**config.mk**
```make
export PLATFORM = sky130hd
export DESIGN_NAME = pc_fetch_unit
export DESIGN_NICKNAME = d
export VERILOG_FILES = /design/src/rtl/pc_fetch_unit.sv
export SDC_FILE = /design/constraint.sdc
export NUM_CORES = 1
export LEC_CHECK = 0
export BUFFER_PORTS_ARGS = -buffer_cell sky130_fd_sc_hd__buf_2
export CORE_ASPECT_RATIO = 0.6
export CORE_MARGIN = 10
export CORE_UTILIZATION = 47
export CTS_CLUSTER_SIZE = 14
export DETAILED_ROUTE_END_ITERATION = 8
export PLACE_DENSITY = 0.87
export SYNTH_ARGS = -nofsm -noshare
export SYNTH_HDL_FRONTEND = slang
export SYNTH_SLANG_ARGS = --single-unit
```
**constraint.sdc**
```tcl
create_clock -name clk -period 6 [get_ports clk]
set_clock_uncertainty 0.2 [all_clocks]
set_input_delay 0.6 -clock clk [delete_from_list [all_inputs] [get_ports clk]]
set_output_delay 0.6 -clock clk [all_outputs]
set_load 0.01 [all_outputs]
```
**src/rtl/pc_fetch_unit.sv**
```systemverilog
// Instruction-fetch stage: owns the PC, drives the synchronous instruction
// BRAM and presents the IF/ID values plus PC+1 for the branch-target adder.
// Optional build macro FETCH_PERF_CNT_EN adds saturating fetch/stall counters.
module pc_fetch_unit #(
  parameter int unsigned       ADDR_W   = 10,
  parameter int unsigned       INSTR_W  = 32,
  parameter logic [ADDR_W-1:0] RESET_PC = '0
) (
  input  logic               clk,
  input  logic               rst_n,
  input  logic               run,
  input  logic               stall,
  input  logic               br_taken,
  input  logic [ADDR_W-1:0]  ins_br_addr,
  output logic [ADDR_W-1:0]  imem_addr,
  output logic               imem_en,
  input  logic [INSTR_W-1:0] imem_rdata,
  output logic               if_id_valid,
  output logic [INSTR_W-1:0] if_id_instr,
  output logic [ADDR_W-1:0]  if_id_pc,
  output logic [ADDR_W-1:0]  ins_inc_addr
`ifdef FETCH_PERF_CNT_EN
  ,
  output logic [31:0]        fetch_cnt,
  output logic [31:0]        stall_cnt
`endif
);

  typedef enum logic {
    ST_IDLE = 1'b0,
    ST_RUN  = 1'b1
  } state_e;

  state_e              state_q, state_d;
  logic [ADDR_W-1:0]   pc_q, pc_d;
  logic [ADDR_W-1:0]   if_pc_q, if_pc_d;
  logic [ADDR_W-1:0]   inc_q, inc_d;
  logic                valid_q, valid_d;
  logic                active_c;

  // BRAM data is already aligned with the registered IF/ID values
  assign if_id_instr  = imem_rdata;
  assign if_id_valid  = valid_q;
  assign if_id_pc     = if_pc_q;
  assign ins_inc_addr = inc_q;

  // Next-state, address mux and request enable
  always_comb begin
    state_d   = state_q;
    pc_d      = pc_q;
    if_pc_d   = if_pc_q;
    inc_d     = inc_q;
    valid_d   = valid_q;
    active_c  = (state_q == ST_RUN) && run;
    imem_addr = br_taken ? ins_br_addr : pc_q;
    imem_en   = rst_n && active_c && (br_taken || !stall);

    case (state_q)
      ST_IDLE: begin
        valid_d = 1'b0;
        if (run) state_d = ST_RUN;
      end
      ST_RUN: begin
        if (!run) state_d = ST_IDLE;
      end
    endcase

    if (imem_en) begin
      pc_d    = imem_addr + ADDR_W'(1);
      if_pc_d = imem_addr;
      inc_d   = imem_addr + ADDR_W'(1);
      valid_d = 1'b1;
    end else if (br_taken && !active_c) begin
      // Redirect while not fetching: resume at the target on the next RUN
      pc_d = ins_br_addr;
    end
  end

  // State and pipeline registers with synchronous active-low reset
  always_ff @(posedge clk) begin
    if (!rst_n) begin
      state_q <= ST_IDLE;
      pc_q    <= RESET_PC;
      if_pc_q <= '0;
      inc_q   <= '0;
      valid_q <= 1'b0;
    end else begin
      state_q <= state_d;
      pc_q    <= pc_d;
      if_pc_q <= if_pc_d;
      inc_q   <= inc_d;
      valid_q <= valid_d;
    end
  end

`ifdef FETCH_PERF_CNT_EN
  logic [31:0] fetch_cnt_d, stall_cnt_d;
  logic        stall_cyc_c;

  // Saturating performance counters
  always_comb begin
    fetch_cnt_d = fetch_cnt;
    stall_cnt_d = stall_cnt;
    stall_cyc_c = active_c && stall && !br_taken;
    if (imem_en && (fetch_cnt != 32'hFFFF_FFFF)) fetch_cnt_d = fetch_cnt + 32'd1;
    if (stall_cyc_c && (stall_cnt != 32'hFFFF_FFFF)) stall_cnt_d = stall_cnt + 32'd1;
  end

  // Counter registers
  always_ff @(posedge clk) begin
    if (!rst_n) begin
      fetch_cnt <= '0;
      stall_cnt <= '0;
    end else begin
      fetch_cnt <= fetch_cnt_d;
      stall_cnt <= stall_cnt_d;
    end
  end
`else
  // Counters not built
`endif

endmodule

```
==> results of run 1 <==
cell usage after synthesis, types with 2 or more instances:
master     n
nand3_1   13
a21oi_1   10
inv_1      9
o221ai_1   3
buf_2      3
nand4_1    4
clkbuf_1   4
o211a_1    2
dfxtp_1   32
nor2_1    10
o211ai_1   2
a211oi_1   5
xnor2_1    5
clkbuf_8   2
a31oi_1    3
mux2i_1    6
buf_4     33
and2_1     3
or3_1      2
xor2_1     3
nand2_1   19
mux2_2     8
o21ai_0   10
nor3_1     5
metrics by stage:
stage | hold WS [ns] | util [%]
final | 0.253 | 53.0
after global placement | 0.242 | 49.7
after CTS | 0.256 | 53.0
after detailed placement | 0.245 | 49.7
after global routing | 0.281 | 53.0
after floorplan | 0.276 | -
state kept, by name (all words and copies together), names as in the netlist:
name          count
ins_inc_addr     10
if_id_valid       1
pc_q             10
if_id_pc         10
state_q           1
power groups by stage:
| stage | Combinational, W | Clock, W | Sequential (W) |
|---|---|---|---|
| 4_1_cts | 0.0000759 | 0.000233 | 0.000228 |
| 5_1_grt | 0.0000840 | 0.000242 | 0.000230 |
| 2_1_floorplan | 0.0000712 | 0 | 0.000234 |
| 6_report | 0.0000762 | 0.000226 | 0.000228 |
| 3_5_place_dp | 0.0000755 | 0 | 0.000233 |
| 3_3_place_gp | 0.0000739 | 0 | 0.000233 |
layout make-up:
| class | instances | area share [%] |
|---|---|---|
| clock buffers | 7 | 4.80 |
| clock inverters | 1 | 1.50 |
| inverters | 9 | 1.68 |
| multi-input cells | 136 | 45.7 |
| flip-flops and latches | 32 | 31.9 |
| well taps | 47 | 2.93 |
| repair buffers | 46 | 11.5 |
cells by family (layout without fill, tap and decap cells):
| group | count (synthesis) | after routing | synth area share (%) |
|---|---|---|---|
| and+or+nand+nor | 68 | 68 | 19.3 |
| buffers and inverters | 52 | 63 | 18.4 |
| AOI/OAI and AO/OA | 44 | 44 | 15.7 |
| DFF | 32 | 32 | 33.6 |
| muxes | 15 | 15 | 8.66 |
| xor gates and xnor gates | 8 | 8 | 3.67 |
| adders and majority gates | 1 | 1 | 0.656 |
worst max-delay path: cells and delay by family:
kind	cells	cell delay, ns
AND/OR/NAND/NOR	2	0.87
buffers and inverters	3	1.58
metal layers:
layer,vias up,wire length [um],global-route usage [%]
met5,-,0,0
met4,0,63,5.09
met2,70,1880,17.6
met1,717,2140,16.4
li1,759,-,-
met3,6,620,8.93
path summary, 6_finish.rpt:
kind	slack (ns)	cells after the start	to
setup reg to reg	3.09	5	pc_q[8]
setup / recovery	2.15	5	imem_en
hold reg to reg	0.25	2	if_id_valid
hold / removal	0.25	2	if_id_valid
==> results.toml, run 1 <==
[status]
outcome = "finished, final reports clean"

[placement]
pre_cts_ws_ns = 2.21
gp_routability_congestion = 0.900
hpwl_mm = 3.62
dp_cells = 270
io_buffer_count = 46
placed_area_um2 = 1880

[drt]
wl_mm = 4.70
firstDrtPassIters = 4
via_per_inst = 5.58
vias = 1552
drtAntennaViolNets = 0
drt_iter0_markers = 85
post_drt_wl_per_cell_um = 16.9
drc = 0

[layout]
multi_input_area_um2 = 917
final_common_cell = "buf_2"
drive_above_1_share_pct = 31.2
seq_area_um2 = 641
instances_no_fill = 278
fill_cells = 372
final_nets = 278
insertedDiodeCount = 0
final_cell_mix = "46 x buf_2, 32 x dfxtp_1, 19 x nand2_1"
final_area_um2 = 2010
syn2layout_area_growth_pct = 5.18

[clock_network]
cts.hold.buffers_added = 0
cts_max_level = 2
clockRootBuffer = "clkbuf_8"
cts_setup_buffers = 0
clock_latency_ns = 0.29
clk_path_buf_depth = 2
path_clk_slew_ns = 0.07
cts_made_buffers = 5
cts.sinks = 32
cts_tree = "done"
cts_resized = 0

[power_and_ir_drop]
vdd_drop_max_v = 0.000107
p_leak_nw = 0.952
p_switching_w = 0.000132
p_comb_share_pct = 14.3
clock_power_share_pct = 42.6
seq_power_share_pct = 43.0
p_int_w = 0.000399
p_per_area_nw_per_um2 = 265
power_w = 0.000531
p_sw_share_pct = 24.9

[global_routing]
antenna_found_initial = 0
grt_max_degree = 30
grt_pass1_wl_mm = 7.55
grt_overflow = 0
grt_pass1_vias = 1513
grtUsageTotal_pct = 13.3

[floorplanning]
rows = 17
io-pin-count = 111
die_h_um = 69.4
core_area_um2 = 3790
start_util_pct = 50.4
die_w_um = 102
dieArea_um2 = 7090

[synth]
synth_ff_type = "dfxtp_1"
syn_nets = 268
syn_area_um2 = 1910
synth_cells = 220
seq_area_frac_synth_pct = 33.6
syn_area_per_cell_um2 = 8.67
synth_edf_count = 0
synthTopCellsByArea = "dfxtp_1 34%, buf_4 13%, mux2_2 4.7%"
synth-seq-cells = 32
synth_warnings = 0
synth_largest_area_cell = "dfxtp_1"
synthArstFlopShare_pct = 0
yosysTopAreaCellShare_pct = 33.6
synth_cell_types = 48

[min_path]
hold_path.class = "flip-flop to flip-flop"
min_from = "if_id_valid"

[critical_path]
crit_top_cell = "buf_2"
regToRegStartpoint = "state_q"
startpoint_type = "primary input"
crit_fanout = 29
cp.arrival_ns = 3.05
critPathCaptureType = "output port"
crit_start = "br_taken"
slowest_stage = "inv_1"
critical_path_class = "primary input to output port"
required_ns = 5.20
path_cells = "buf_2, nand2b_1, nand3_1, inv_1, buf_2"
cpPeakStageDelay_ns = 0.91

[timing]
finalSetupViolCount = 0
final_max_slew_viol_count = 0
rsz0062_at_grt = "false"
period_minus_slack_ns = 3.85
period_share_pct = 64.2
worst_slack_ns = 2.15
max-slew-margin-rel_pct = 41.4
max_freq_ghz = 0.260
timing.setup.tns_ns = 0
tightestPinTransition_ns = 0.876
hold_violations = 0

[job]
cap_violations = 0
(Power assumes the default switching activity.)
==> run 2: changes to the inputs <==
--- a/config.mk
+++ b/config.mk
@@ -8,10 +8,10 @@
 export BUFFER_PORTS_ARGS = -buffer_cell sky130_fd_sc_hd__buf_2
 export CORE_ASPECT_RATIO = 0.6
 export CORE_MARGIN = 10
-export CORE_UTILIZATION = 47
+export CORE_UTILIZATION = 40
 export CTS_CLUSTER_SIZE = 14
 export DETAILED_ROUTE_END_ITERATION = 8
-export PLACE_DENSITY = 0.87
+export PLACE_DENSITY = 0.79
 export SYNTH_ARGS = -nofsm -noshare
 export SYNTH_HDL_FRONTEND = slang
 export SYNTH_SLANG_ARGS = --single-unit
==> constraint.sdc (replaced) <==
create_clock -name clk -period 3.4 [get_ports clk]
set_clock_uncertainty 0.2 [all_clocks]
set_input_delay 0.34 -clock clk [delete_from_list [all_inputs] [get_ports clk]]
set_output_delay 0.34 -clock clk [all_outputs]
set_load 0.01 [all_outputs]
==> results.toml, run 2 (same netlist as run 1, synthesis figures left out) <==
[status]
outcome = "finished, final reports clean"

[global_routing]
grt_overflow = 0
grt_pass1_wl_mm = 7.94
antenna_found_initial = 0
grtUsageTotal_pct = 12.6
grt_pass1_vias = 1571
grt_max_degree = 27

[layout]
final_common_cell = "buf_2"
drive_above_1_share_pct = 31.0
insertedDiodeCount = 0
syn2layout_area_growth_pct = 4.46
fill_cells = 473
final_cell_mix = "46 x buf_2, 32 x dfxtp_1, 19 x nand2_1"
final_nets = 280

[floorplanning]
rows = 19
die_h_um = 73.5
io-pin-count = 111
core_area_um2 = 4590
die_w_um = 109
start_util_pct = 41.6
dieArea_um2 = 8020

[drt]
firstDrtPassIters = 4
drc = 0
drt_iter0_markers = 71
post_drt_wl_per_cell_um = 16.2
vias = 1587
via_per_inst = 5.38
drtAntennaViolNets = 0
wl_mm = 4.79

[critical_path]
crit_fanout = 26
r2r_setup_slack_ns = 1.19
regToRegEndpoint = "pc_q[3]"
critPathCaptureType = "output port"
cp.arrival_ns = 1.89
regToRegStartpoint = "state_q"
startpoint_type = "primary input"
r2r_cells = 7
required_ns = 2.86
critical_path_class = "primary input to output port"

[min_path]
hold_end = "state_q"
hold_path.class = "primary input to flip-flop"
min_path_cells = 2
min_from = "run"

[clock_network]
cts_max_level = 2
clk_path_buf_depth = 2
cts.hold.buffers_added = 0
cts_made_buffers = 5
clockRootBuffer = "clkbuf_8"
cts.sinks = 32
path_clk_slew_ns = 0.06
cts_setup_buffers = 0
cts_resized = 0
cts_tree = "done"
clock_latency_ns = 0.29

[power_and_ir_drop]
power_w = 0.000810
p_leak_nw = 0.938
p_per_area_nw_per_um2 = 406
vdd_drop_max_v = 0.000166

[placement]
hpwl_mm = 3.71
io_buffer_count = 46
gp_routability_congestion = 0.883

[timing]
hold_violations = 0
tightestPinTransition_ns = 0.589
period_minus_slack_ns = 2.43
timing.setup.tns_ns = 0
finalSetupViolCount = 0
rsz0062_at_grt = "false"
final_max_slew_viol_count = 0
period_share_pct = 71.6
max_freq_ghz = 0.411
max-slew-margin-rel_pct = 60.7

[job]
cap_violations = 0
run 2: cell type report:
cell class | instances | area (um^2) | area share [%]
well taps | 63 | 78.8 | 3.95
clock buffers | 6 | 72.6 | 3.64
inverters | 9 | 33.8 | 1.69
multi-input cells | 136 | 917 | 46.0
clock inverters | 1 | 5.00 | 0.251
flip-flops and latches | 32 | 641 | 32.1
repair buffers | 48 | 245 | 12.3
run 2: per-stage QoR:
stage | utilization [%] | setup WS, ns | cells | area [um^2] | hold WS [ns]
2_1_floorplan | - | 1.10 | 220 | 1910 | 0.262
3_3_place_gp | 41.8 | 0.945 | 288 | 1920 | 0.243
3_5_place_dp | 41.8 | 0.844 | 288 | 1920 | 0.247
4_1_cts | 43.4 | 1.01 | 295 | 1990 | 0.121
5_1_grt | 43.4 | 0.821 | 295 | 1990 | 0.163
6_report | 43.4 | 0.967 | 295 | 1990 | 0.126
run 2: where the power goes:
part,internal [W],leakage [nW],switching (W),total [W]
clock network,0.000139,0.0410,0.000135,0.000274
logic,0.0000544,0.636,0.0000784,0.000133
registers,0.000391,0.261,0.0000118,0.000403
total,0.000585,0.938,0.000226,0.000810
run 2: routing by layer:
layer	global-route usage [%]	vias up	wire [um]
li1	-	766	-
met1	16.4	741	2180
met2	17.0	69	1940
met3	7.34	11	613
met4	3.78	0	57
met5	0	-	0
run 2: how the worst max path moves through the flow:
stage / start / endpoint / slack [ns] / cells after the start
2_1_floorplan: br_taken / pc_q[2] / 1.10 / 9
3_3_place_gp: br_taken / pc_q[8] / 0.94 / 8
3_5_place_dp: br_taken / pc_q[8] / 0.84 / 8
4_1_cts: br_taken / imem_en / 1.01 / 6
5_1_grt: br_taken / imem_en / 0.82 / 6
6_report: br_taken / imem_en / 0.97 / 6
run 2: worst max-delay path: stages:
cell and delay (ns):
buf_2 0.41, nand2b_1 0.23, nand3_1 0.09, buf_4 0.24, inv_1 0.35, buf_2 0.22
